## src/rtl/bnn_weight_streamer.sv

```systemverilog
// Streams a shadow store of 8-bit weight bytes to a BNN core as low/high nibble
// pairs, one nibble per enabled cycle, under host start/abort control.
module bnn_weight_streamer #(
  parameter int NUM_NEURONS = 12
) (
  input  logic       clk,
  input  logic       rst_n,
  input  logic       ena,
  input  logic       wr_en,
  input  logic [3:0] wr_addr,
  input  logic [7:0] wr_data,
  input  logic       start,
  input  logic       abort,
  output logic       load_en,
  output logic [3:0] weight_nib,
  output logic [3:0] neuron_idx,
  output logic       busy,
  output logic       done
);

  typedef enum logic [1:0] {
    S_IDLE = 2'd0,
    S_LO   = 2'd1,
    S_HI   = 2'd2,
    S_DONE = 2'd3
  } state_t;

  localparam logic [3:0] LAST_IDX = 4'(NUM_NEURONS - 1);

  // Core power-on weights; bytes beyond the table default to zero.
  function automatic logic [7:0] default_byte(input logic [3:0] idx);
    logic [7:0] val;
    case (idx)
      4'd0:    val = 8'hA0;
      4'd1:    val = 8'h41;
      4'd2:    val = 8'h7A;
      4'd3:    val = 8'h18;
      4'd4:    val = 8'hED;
      4'd5:    val = 8'hB7;
      4'd6:    val = 8'h67;
      4'd7:    val = 8'h3A;
      4'd8:    val = 8'hF9;
      4'd9:    val = 8'h62;
      4'd10:   val = 8'hF7;
      4'd11:   val = 8'h0F;
      default: val = 8'h00;
    endcase
    return val;
  endfunction

  logic [7:0] r_shadow [NUM_NEURONS];
  state_t     r_state;
  logic [3:0] r_idx;
  logic       r_load;
  logic [3:0] r_nib;
  logic       r_busy;
  logic       r_done;

  state_t     w_state_nxt;
  logic [3:0] w_idx_nxt;
  logic       w_load_nxt;
  logic [3:0] w_nib_nxt;
  logic       w_busy_nxt;
  logic       w_done_nxt;
  logic [7:0] w_byte;
  logic       w_wr_ok;

  // The shadow store is locked for the whole transfer so streamed data is stable.
  assign w_wr_ok = ena & wr_en & ~r_busy & (wr_addr <= LAST_IDX);

  // Shadow store: defaults on reset, host writes only while idle.
  always_ff @(posedge clk or negedge rst_n) begin
    if (!rst_n) begin
      for (int i = 0; i < NUM_NEURONS; i++) begin
        r_shadow[i] <= default_byte(4'(i));
      end
    end else if (w_wr_ok) begin
      r_shadow[wr_addr] <= wr_data;
    end
  end

  // State and index register; frozen while ena is low.
  always_ff @(posedge clk or negedge rst_n) begin
    if (!rst_n) begin
      r_state <= S_IDLE;
      r_idx   <= 4'd0;
    end else if (ena) begin
      r_state <= w_state_nxt;
      r_idx   <= w_idx_nxt;
    end
  end

  // Next-state and next-index decode.
  always_comb begin
    w_state_nxt = r_state;
    w_idx_nxt   = r_idx;
    case (r_state)
      S_IDLE: begin
        w_idx_nxt = 4'd0;
        if (start && !abort) begin
          w_state_nxt = S_LO;
        end else begin
          w_state_nxt = S_IDLE;
        end
      end
      S_LO: begin
        if (abort) begin
          w_state_nxt = S_IDLE;
          w_idx_nxt   = 4'd0;
        end else begin
          w_state_nxt = S_HI;
        end
      end
      S_HI: begin
        if (abort) begin
          w_state_nxt = S_IDLE;
          w_idx_nxt   = 4'd0;
        end else if (r_idx == LAST_IDX) begin
          w_state_nxt = S_DONE;
        end else begin
          w_state_nxt = S_LO;
          w_idx_nxt   = r_idx + 4'd1;
        end
      end
      S_DONE: begin
        w_state_nxt = S_IDLE;
        w_idx_nxt   = 4'd0;
      end
      default: begin
        w_state_nxt = S_IDLE;
        w_idx_nxt   = 4'd0;
      end
    endcase
  end

  // Output decode from the upcoming state so the registered outputs line up with it.
  always_comb begin
    w_load_nxt = 1'b0;
    w_nib_nxt  = 4'd0;
    w_busy_nxt = 1'b0;
    w_done_nxt = 1'b0;
    w_byte     = r_shadow[w_idx_nxt];
    case (w_state_nxt)
      S_LO: begin
        w_load_nxt = 1'b1;
        w_nib_nxt  = w_byte[3:0];
        w_busy_nxt = 1'b1;
      end
      S_HI: begin
        w_load_nxt = 1'b1;
        w_nib_nxt  = w_byte[7:4];
        w_busy_nxt = 1'b1;
      end
      S_DONE: begin
        w_busy_nxt = 1'b1;
        w_done_nxt = 1'b1;
      end
      default: begin
        w_load_nxt = 1'b0;
        w_nib_nxt  = 4'd0;
      end
    endcase
  end

  // Output registers; frozen while ena is low.
  always_ff @(posedge clk or negedge rst_n) begin
    if (!rst_n) begin
      r_load <= 1'b0;
      r_nib  <= 4'd0;
      r_busy <= 1'b0;
      r_done <= 1'b0;
    end else if (ena) begin
      r_load <= w_load_nxt;
      r_nib  <= w_nib_nxt;
      r_busy <= w_busy_nxt;
      r_done <= w_done_nxt;
    end
  end

  assign load_en    = r_load & ena;
  assign weight_nib = r_nib;
  assign neuron_idx = r_idx;
  assign busy       = r_busy;
  assign done       = r_done;

endmodule

```

## config.mk

```make
export PLATFORM = sky130hd
export DESIGN_NAME = bnn_weight_streamer
export DESIGN_NICKNAME = d
export VERILOG_FILES = /design/src/rtl/bnn_weight_streamer.sv
export SDC_FILE = /design/constraint.sdc
export NUM_CORES = 1
export LEC_CHECK = 0
export ABC_AREA = 0
export ABC_CLOCK_PERIOD_IN_PS = 3900
export BUFFER_PORTS_ARGS = -buffer_cell sky130_fd_sc_hd__buf_2
export CAP_MARGIN = 40
export CELL_PAD_IN_SITES_DETAIL_PLACEMENT = 1
export CELL_PAD_IN_SITES_GLOBAL_PLACEMENT = 1
export CORE_MARGIN = 8
export CORE_UTILIZATION = 40
export DETAILED_ROUTE_END_ITERATION = 8
export PLACE_DENSITY = 0.64
export SLEW_MARGIN = 30
export SYNTH_ARGS = -nofsm -noshare
export SYNTH_HDL_FRONTEND = slang
export SYNTH_SLANG_ARGS = --single-unit
```

## constraint.sdc

```tcl
create_clock -name clk -period 3.9 [get_ports clk]
set_input_delay 0.195 -clock clk [delete_from_list [all_inputs] [get_ports clk]]
set_output_delay 0.195 -clock clk [all_outputs]
set_load 0.005 [all_outputs]
```

==> flow_summary_export.csv <==
group,metric,value,unit
floorplan,coreArea,0.0137,mm2
setup_path,regToRegStartpoint,"neuron_idx[0]$_DFFE_PN0P_",
setup_path,crit_path_max_incr_delay,600,ps
grt,top_usage_layer,"met2",
cts,clock_latency,350,ps
placement,routabilityCongestion,0.800,
job,maxCapViolations,0,
route,dr.pass1.iters,4,
floorplan,io_pins,29,
timing,tightest_slew,775,ps
cts,cts_tree,"built",
power_and_ir_drop,p_sw,0.000746,W
grt,grt_use_met3,2.41,%
route,ant_nets,0,
grt,grtUsageTotal,18.3,%
placement,dpl_cell_area,0.00586,mm2
yosys,yosys_warnings,0,
yosys,synth_top_area_share,25.8,%
cts,cts_buffers,9,
hold_path,hold_path_end,"r_shadow[76]$_DFFE_PN1P_",
setup_path,cp-start-kind,"register",
grt,grt_pass1_wl,24800,um
timing,fin_crit,3410,ps
grt,grtUsageMet1,25.5,%
layout,num_antenna_cells,0,
power_and_ir_drop,comb_power_share,14.3,%
route,vias,3812,
floorplan,start_util,40.3,%
yosys,yosys-top-cells-area,"dfrtp_1 (26%), dfstp_2 (25%), mux2_2 (21%)",
setup_path,path_class,"reg -> reg",
grt,grt_antenna_before_repair,0,
setup_path,r2r_end,"weight_nib[1]$_DFFE_PN0P_",
timing,setup-tns-final,0,ps
yosys,synth-seq-cells,109,
setup_path,crit_chain,"ha_1 > and3b_1 > mux2_2 > a21oi_2 > mux2_2 > a22o_1 > a2111oi_1 > o211ai_1",
timing,relSlewSlack,48.3,%
placement,dp_hpwl,11000,um
route,routedWlPerCell,23.3,um
route,routed_wirelength,15800,um
layout,stdcell_count,677,
timing,hold_viol,0,
setup_path,cp_common_cell,"mux2_2",
cts,htree_levels,3,
setup_path,worst_ep_arrival_time,3630,ps
power_and_ir_drop,swShare,25.7,%
setup_path,cp_slowest_cell,"a21oi_2",
layout,synthToLayoutAreaGrowth,12.6,%
layout,fin_util,45.4,%
route,drt-vias-per-instance,5.63,
setup_path,r2r_slack,490,ps
grt,grt_pass1_vias,3979,
setup_path,crit_path_max_fanout,10,
hold_path,min_path_cells,3,
layout,fin_nets,515,
floorplan,rows,43,
hold_path,hp-start,"wr_data[4]",
yosys,synth_cells,466,
power_and_ir_drop,peakVddDrop,0.224,mV
yosys,synthesis.nets,489,
power_and_ir_drop,p_seq_share,50.7,%
grt,gr-total-overflow,0,
power_and_ir_drop,internal_power,0.00215,W
timing,setup_viol,0,
grt,grt_max_degree,85,
yosys,seq_area_frac_synth,50.5,%
timing,slew_viol_final,0,
power_and_ir_drop,clkPwrFrac,35.0,%
floorplan,die_h,134,um
placement,place_inst,657,
timing,whs,202,ps
floorplan,die_w,134,um
power_and_ir_drop,leakagePower,2.65,nW
route,initialDrtViolationCount,212,
yosys,synth-edff-count,0,
cts,cts_max_path_buffers,2,
cts,clock_sinks,109,
timing,finalClockSkew,6.07,ps
timing,rsz0062_at_grt,"no",
power_and_ir_drop,power_density,465,mW/mm2
yosys,syn_area,0.00554,mm2
yosys,ys.flop_type,"dfrtp_1",
timing,clock.fmax,293,MHz
cts,path_clk_slew,70,ps
yosys,synth_cell_type_count,44,
outcome,outcome,"completed",
setup_path,critPathRequiredTime,4120,ps
timing,finalCritPeriodShare,87.5,%
setup_path,reg2regPathDepth,8,
yosys,avgSynthCellArea,11.9,um2
setup_path,cp-end-kind,"register",
grt,grt_util_met2,28.8,%
placement,port_buffers,28,
yosys,synth_top_cell_by_area,"dfrtp_1",
layout,drive_gt1_share,43.7,%
floorplan,die_area,0.0179,mm2
route,route.detailed.drc,0,
cts,cts-root-buf,"clkbuf_16",
yosys,synthArstFlopShare,100,%
hold_path,hp-class,"in -> reg",
cts,cts-resized-gates,0,
layout,fin_area,0.00623,mm2
final cells by class:
class | count | area [um2]
Clock buffer | 11 | 243
Inverter | 14 | 52.6
Tap cell | 180 | 225
Fill cell | 1468 | 7490
Multi-Input combinational cell | 317 | 2570
Clock inverter | 5 | 82.6
Sequential cell | 109 | 2790
Timing Repair Buffer | 41 | 270
registers in the layout, summed over array words and instances (netlist names):
| register | count |
|---|---|
| r_state | 2 |
| busy | 1 |
| r_shadow | 96 |
| weight_nib | 4 |
| neuron_idx | 4 |
| r_load | 1 |
| done | 1 |
cells by family (layout without fill, tap and decap cells):
logic type,after synthesis,after routing,synth area share [%]
simple gates,106,106,10.6
flops,109,109,50.5
buf+inv,40,71,3.19
fa+ha+maj,5,5,1.13
compound gates,93,93,11.9
mux,113,113,22.7
power groups by stage:
| stage | clock network (W) | registers (W) | logic [W] |
|---|---|---|---|
| CTS | 0.00104 | 0.00147 | 0.000418 |
| finish | 0.00101 | 0.00147 | 0.000414 |
| floorplan | 0 | 0.00145 | 0.000284 |
| detailed placement | 0 | 0.00149 | 0.000413 |
| global route | 0.00109 | 0.00149 | 0.000458 |
| global placement | 0 | 0.00148 | 0.000399 |
stage by stage:
stage | setup slack (ps) | total power, W
2_1_floorplan | 1100 | 0.00173
3_3_place_gp | 460 | 0.00188
5_1_grt | 285 | 0.00304
6_report | 488 | 0.00290
3_5_place_dp | 463 | 0.00190
4_1_cts | 496 | 0.00293
per-layer routing:
layer / wire length, um / up-vias
met5: 0 / -
met4: 171 / 0
met3: 410 / 11
met2: 7680 / 52
met1: 7510 / 1989
li1: - / 1760
synthesized netlist by cell type, types with 3 or more instances:
library cell and count:
a21oi_1 8, nand3_1 13, inv_1 14, a2111oi_1 4, nand3b_1 3, clkbuf_1 17, a22o_1 4, dfrtp_1 57
nor3b_1 4, o21a_1 9, o211ai_1 5, nor2b_1 5, o21ai_0 17, mux2i_1 12, buf_2 6, nand4b_1 4
a2111oi_0 8, nand2_1 50, ha_1 5, nor2_1 11, a31oi_1 4, dfstp_2 52, mux2_2 101, a211oi_1 28
worst max-delay path by stage:
stage,to,slack (ps),cells after the start,startpoint
2_1_floorplan,weight_nib[1]$_DFFE_PN0P_,1100,9,neuron_idx[0]$_DFFE_PN0P_
3_3_place_gp,weight_nib[1]$_DFFE_PN0P_,460,8,neuron_idx[0]$_DFFE_PN0P_
3_5_place_dp,weight_nib[1]$_DFFE_PN0P_,460,8,neuron_idx[0]$_DFFE_PN0P_
4_1_cts,weight_nib[1]$_DFFE_PN0P_,500,8,neuron_idx[0]$_DFFE_PN0P_
5_1_grt,weight_nib[1]$_DFFE_PN0P_,290,8,neuron_idx[0]$_DFFE_PN0P_
6_report,weight_nib[1]$_DFFE_PN0P_,490,8,neuron_idx[0]$_DFFE_PN0P_
layout by cell type, fill, tap and decap left out, drive strengths merged, types with 4 or more instances in the layout:
cell type,netlist,routed
a211oi,28,28
a22o,4,4
ha,5,5
o21a,9,9
mux2,101,101
nor2,12,12
buf,9,38
dfrtp,57,57
nor3b,5,5
a2111oi,12,12
nand2,50,50
dfstp,52,52
a31oi,4,4
nor2b,5,5
nand4b,4,4
nand3,13,13
nand3b,4,4
o211ai,5,5
clkbuf,17,12
inv,14,15
a21oi,9,9
mux2i,12,12
o21ai,17,17
worst max-delay path, delay by kind of cell (launching register included):
| family | cells | cell delay [ps] |
|---|---|---|
| mux | 2 | 800 |
| simple gates | 1 | 250 |
| compound gates | 4 | 1420 |
| fa+ha+maj | 1 | 300 |
| flops | 1 | 500 |
repair_timing:
action	4_1_cts	5_1_grt
hold buffers	1	0
setup buffers	0	0
endpoints found under the hold margin	43	0
Power figures use the tool's default switching activity.
